## src/rtl/fg_pkg.sv

```systemverilog
// Shared definitions for the foreground-segmentation path:
// background-model states, classifier mask codes and default frame size.
package fg_pkg;

    typedef enum logic [1:0] {
        ST_IDLE  = 2'd0,
        ST_LEARN = 2'd1,
        ST_RUN   = 2'd2
    } state_e;

    localparam logic [7:0] BG_MATCH = 8'hff;
    localparam logic [7:0] BG_MISS  = 8'h00;

    localparam int FRAME_W = 320;
    localparam int FRAME_H = 240;

endpackage

```

## src/rtl/ema_step.sv

```systemverilog
// One exponential-moving-average step: bg + ((px - bg) >>> shift).
// The result always lies between bg and px, so truncation never overflows.
module ema_step (
    input  logic [7:0] bg,
    input  logic [7:0] px,
    input  logic [2:0] shift,
    output logic [7:0] new_bg
);

    logic signed [8:0] d;
    logic signed [8:0] s;

    assign d      = $signed({1'b0, px}) - $signed({1'b0, bg});
    assign s      = d >>> shift;
    assign new_bg = bg + s[7:0];

endmodule

```

## src/rtl/bg_model_update.sv

```systemverilog
// Background frame-buffer writer: verbatim copy while learning, then
// EMA update of background-classified pixels with a fixed 2-cycle write latency.
module bg_model_update
    import fg_pkg::*;
#(
    parameter int WIDTH       = FRAME_W,
    parameter int HEIGHT      = FRAME_H,
    parameter int ADDR_W      = 17,
    parameter int ALPHA_SHIFT = 3,
    parameter int INIT_FRAMES = 4
) (
    input  logic              clk,
    input  logic              rst_n,
    input  logic              s_valid,
    output logic              s_ready,
    input  logic              s_sof,
    input  logic [7:0]        s_px,
    input  logic [7:0]        s_mask,
    input  logic              update_en,
    input  logic              reinit,
    output logic [ADDR_W-1:0] bg_raddr,
    input  logic [7:0]        bg_rdata,
    output logic              bg_we,
    output logic [ADDR_W-1:0] bg_waddr,
    output logic [7:0]        bg_wdata,
    output logic              learned,
    output logic [15:0]       frame_cnt,
    output logic              frame_err
);

    localparam logic [ADDR_W-1:0] LAST = ADDR_W'(WIDTH * HEIGHT - 1);

    state_e            state_q, state_d;
    logic [ADDR_W-1:0] pix_cnt_q, pix_cnt_d;
    logic [15:0]       frame_cnt_q, frame_cnt_d;
    logic              frame_err_q, frame_err_d;

    logic              p1_valid_q, p1_valid_d;
    logic              p1_copy_q;
    logic [ADDR_W-1:0] p1_addr_q;
    logic [7:0]        p1_px_q;

    logic              we_q;
    logic [ADDR_W-1:0] waddr_q;
    logic [7:0]        wdata_q;

    logic [ADDR_W-1:0] addr;
    logic              last;
    logic              take;
    logic              copy;
    logic              upd;
    logic [7:0]        ema_out;

    assign s_ready  = rst_n;
    assign addr     = s_sof ? '0 : pix_cnt_q;
    assign last     = (addr == LAST);
    // A pixel accepted during reinit is dropped along with the frame.
    assign take     = s_valid & s_ready & ~reinit
                    & ((state_q != ST_IDLE) | s_sof);
    assign copy     = (state_q != ST_RUN);
    assign upd      = (s_mask == BG_MATCH) & update_en;
    assign p1_valid_d = take & (copy | upd);

    always_comb begin
        state_d     = state_q;
        pix_cnt_d   = pix_cnt_q;
        frame_cnt_d = frame_cnt_q;
        frame_err_d = frame_err_q;
        if (reinit) begin
            state_d     = ST_IDLE;
            pix_cnt_d   = '0;
            frame_cnt_d = '0;
            frame_err_d = 1'b0;
        end else if (take) begin
            pix_cnt_d = last ? '0 : addr + 1'b1;
            if (s_sof && pix_cnt_q != '0) frame_err_d = 1'b1;
            if (state_q == ST_IDLE) state_d = ST_LEARN;
            if (last) begin
                frame_cnt_d = frame_cnt_q + 16'd1;
                if (state_q != ST_RUN &&
                    frame_cnt_q == 16'(INIT_FRAMES - 1))
                    state_d = ST_RUN;
            end
        end
    end

    always_ff @(posedge clk or negedge rst_n) begin
        if (!rst_n) begin
            state_q     <= ST_IDLE;
            pix_cnt_q   <= '0;
            frame_cnt_q <= '0;
            frame_err_q <= 1'b0;
        end else begin
            state_q     <= state_d;
            pix_cnt_q   <= pix_cnt_d;
            frame_cnt_q <= frame_cnt_d;
            frame_err_q <= frame_err_d;
        end
    end

    ema_step u_ema (
        .bg     (bg_rdata),
        .px     (p1_px_q),
        .shift  (3'(ALPHA_SHIFT)),
        .new_bg (ema_out)
    );

    always_ff @(posedge clk or negedge rst_n) begin
        if (!rst_n) begin
            p1_valid_q <= 1'b0;
            p1_copy_q  <= 1'b0;
            p1_addr_q  <= '0;
            p1_px_q    <= '0;
            we_q       <= 1'b0;
            waddr_q    <= '0;
            wdata_q    <= '0;
        end else begin
            p1_valid_q <= p1_valid_d;
            if (p1_valid_d) begin
                p1_copy_q <= copy;
                p1_addr_q <= addr;
                p1_px_q   <= s_px;
            end
            we_q <= p1_valid_q;
            if (p1_valid_q) begin
                waddr_q <= p1_addr_q;
                wdata_q <= p1_copy_q ? p1_px_q : ema_out;
            end
        end
    end

    assign bg_raddr  = addr;
    assign bg_we     = we_q;
    assign bg_waddr  = waddr_q;
    assign bg_wdata  = wdata_q;
    assign learned   = (state_q == ST_RUN);
    assign frame_cnt = frame_cnt_q;
    assign frame_err = frame_err_q;

endmodule

```

## config.mk

```make
export PLATFORM = sky130hd
export DESIGN_NAME = bg_model_update
export DESIGN_NICKNAME = d
export VERILOG_FILES = /design/src/rtl/fg_pkg.sv /design/src/rtl/ema_step.sv /design/src/rtl/bg_model_update.sv
export SDC_FILE = /design/constraint.sdc
export NUM_CORES = 1
export LEC_CHECK = 0
export CAP_MARGIN = 40
export CELL_PAD_IN_SITES_DETAIL_PLACEMENT = 1
export CELL_PAD_IN_SITES_GLOBAL_PLACEMENT = 1
export CORE_MARGIN = 2
export CORE_UTILIZATION = 53
export DETAILED_ROUTE_END_ITERATION = 12
export DONT_BUFFER_PORTS = 1
export PLACE_DENSITY_LB_ADDON = 0.1
export SLEW_MARGIN = 20
export SYNTH_ARGS = -nofsm -noshare
export SYNTH_HDL_FRONTEND = slang
export SYNTH_HIERARCHICAL = 1
export SYNTH_SLANG_ARGS = --single-unit
```

## constraint.sdc

```tcl
create_clock -name clk -period 6.7 [get_ports clk]
set_input_delay 2.01 -clock clk [delete_from_list [all_inputs] [get_ports clk]]
set_output_delay 2.01 -clock clk [all_outputs]
set_load 0.02 [all_outputs]
```

==> results.yml <==
outcome:
  outcome: "finished, final reports clean"
placement:
  place_congestion: 0.870
  port_buffers: 0
  hpwlAfterDp_um: 10900
timing:
  finalHoldViolCount: 0
  clock_skew_ns: 0.0156
  relSlewSlack_pct: 46.6
  fin_crit_sh_pct: 82.9
  fmax_mhz: 180
  tns_ns: 0
  tightest_slew_ns: 0.798
  final-setup-viol-count: 0
  min_period_ns: 5.55
  final_max_slew_viol_count: 0
  rsz0062_at_grt: "no"
power_and_ir_drop:
  powerDensity_nw_per_um2: 246
  total_power_uw: 1430
  ir_worst_vdd_mv: 0.108
  cellLeakagePower_uw: 0.00265
worst_setup_path:
  crit_type: "input pin to flip-flop"
  critPathRequiredTime_ns: 6.93
  worstPathMaxFanout: 4
  arrival_ns: 5.78
  endpoint_kind: "flip-flop"
  start_kind: "input pin"
logic_synthesis:
  synth_seq_cells: 89
  netlist_area_um2: 5510
  synth-main-ff-cell: "dfrtp_1"
  syn_area_per_cell_um2: 9.82
  synth_top_area_share_pct: 40.4
  synth.yosys.seq_area_share_pct: 40.4
  synth.most_common_cell: "dfrtp_1"
  asyncSetResetFlopFracSynth_pct: 100
  synth_top_area_cell: "dfrtp_1"
  synth_cell_types: 78
  yosysWarningCount: 6
  synth-edff-count: 0
  ys_top_cells_by_area: "dfrtp_1, mux2_2, ha_1, nor2_1, nor2b_1"
  syn-instance-count: 561
  synth.top_cells.by_count: "dfrtp_1, mux2_2, nor2_1"
floorplan:
  core_area_um2: 10200
  die_h_um: 106
  ios: 92
  chipWidth_um: 106
  die_area_um2: 11200
  row_count: 37
  initial_core_util_pct: 53.9
global_route:
  grt_pass1_vias: 4515
  grt_max_degree: 95
  antenna_found_initial: 0
  grt-ovfl-total: 0
  grt_pass1_wl_um: 24400
  track_usage_pct: 27.9
routing:
  wl_met3_um: 768
  firstDrtPassIters: 6
  drt-met1-wl_um: 6290
  route.detailed.drc: 0
  highest_layer: "met4"
  drt_iter0_markers: 169
  wirelength_um: 14900
  vias: 4372
  routedWlPerCell_um: 21.6
  met2_length_um: 7600
  via_per_inst: 6.33
  final_antenna_net_count: 0
clocking:
  clkLatencyLatePin_ns: 0.37
  clock-sinks: 89
  clockBufferDepth: 2
  root_buffer: "clkbuf_8"
  clkTransAtPathRegs_ns: 0.10
  cts_hold_buf: 0
  postCtsSetupBuffers: 0
  cts_buffers: 9
  htreeDepth: 3
  cts_resized: 0
  cts_tree: "yes"
finish:
  area_growth_pct: 5.65
  finalNetCount: 600
  n_antenna_cell: 0
  drive_above_1_share_pct: 16.9
  fill_cells: 1145
min_path:
  min_path_type: "flip-flop to flip-flop"
run:
  cap_violations: 0
## metal layers
layer / up-vias / GRT usage (%)
met3: 16 / 7.11
met4: 0 / 7.61
met5: - / 0
met1: 2233 / 35.1
li1: 2033 / -
met2: 90 / 47.7
## cells in the final DEF (no fill, tap or decap), drive strengths merged, types with 6 or more instances in the layout
cell    count
nor2b      24
nor2       44
a21oi      27
nand4      13
or4         6
nand2      39
ha         18
mux2i      10
buf         7
inv        26
clkbuf      9
nor3       12
o31ai       6
dfrtp      89
o41ai       9
or3         6
nand3      10
o211ai      7
conb        7
mux2       49
nor4       15
o21ai      23
or2         7
xnor2      10
o311ai      6
## sequential cells by signal (all words and copies together), names as in the netlist
signal	flops
bg_waddr	17
bg_wdata	8
bg_we	1
frame_cnt	16
frame_err	1
p1_addr_q	17
p1_copy_q	1
p1_px_q	8
p1_valid_q	1
pix_cnt_q	17
state_q	2
## metrics by stage
| stage | instances | setup WS (ns) | utilization, % | area (um^2) | hold slack, ns |
|---|---|---|---|---|---|
| floorplan | 566 | 1.28 | - | 5530 | 0.352 |
| global placement | 672 | 1.02 | 54.4 | 5570 | 0.481 |
| detailed placement | 675 | 0.768 | 54.6 | 5590 | 0.490 |
| CTS | 691 | 1.15 | 56.9 | 5820 | 0.513 |
| global route | 691 | 0.910 | 56.9 | 5820 | 0.535 |
| finish | 691 | 1.15 | 56.9 | 5820 | 0.510 |
## logic make-up (layout without fill, tap and decap cells)
| group | count (synthesis) | count (layout) | share of synthesized area [%] |
|---|---|---|---|
| multiplexers | 59 | 59 | 12.1 |
| flip-flops | 89 | 89 | 40.4 |
| AO/OA/AOI/OAI | 116 | 116 | 14.9 |
| other | 2 | 7 | 0.136 |
| XOR/XNOR | 14 | 14 | 2.47 |
| buffers and inverters | 56 | 45 | 4.49 |
| adder cells (fa/ha/maj) | 20 | 20 | 4.81 |
| AND/OR/NAND/NOR | 205 | 205 | 20.7 |
## where the power goes
part	switching (uW)	internal (uW)	leakage, uW
logic	207	163	0.00133
clock network	221	219	0.000118
registers	56.5	567	0.00120
total	484	949	0.00265
## final timing paths
kind | cells after the start | endpoint | startpoint | slack, ns
setup / recovery | 17 | bg_wdata[7]$_DFFE_PN0P_ | bg_rdata[0] | 1.15
hold / removal | 1 | p1_addr_q[6]$_DFFE_PN0P_ | p1_addr_q[6]$_DFFE_PN0P_ | 0.51
setup reg to reg | 18 | bg_wdata[7]$_DFFE_PN0P_ | p1_px_q[0]$_DFFE_PN0P_ | 2.32
hold reg to reg | 1 | p1_addr_q[6]$_DFFE_PN0P_ | p1_addr_q[6]$_DFFE_PN0P_ | 0.51
max in group asynchronous | 0 | frame_cnt[9]$_DFFE_PN0P_ | rst_n | 5.17
min in group asynchronous | 0 | bg_wdata[1]$_DFFE_PN0P_ | rst_n | 1.31
## critical path, stage by stage
cell and delay, ns:
ha_1 0.19, fa_1 0.41, nand2b_1 0.21, a21oi_1 0.18, xor2_1 0.33, a21oi_1 0.12
a211o_1 0.30, o31ai_1 0.15, ha_1 0.27, a21o_1 0.18, a21oi_2 0.19, nor2b_1 0.07
o21a_1 0.18, o41ai_1 0.38, xnor3_1 0.39, mux2i_1 0.14, a21oi_1 0.08
## layout make-up
| class | count | area, um^2 | area share [%] |
|---|---|---|---|
| inverter | 22 | 82.6 | 1.42 |
| multi-input combinational | 421 | 3060 | 52.5 |
| clock buffer | 9 | 124 | 2.13 |
| tap | 136 | 170 | 2.92 |
| clock inverter | 7 | 109 | 1.87 |
| sequential | 89 | 2230 | 38.2 |
| timing repair buffer | 7 | 55.1 | 0.945 |
Power figures use the tool's default switching activity.
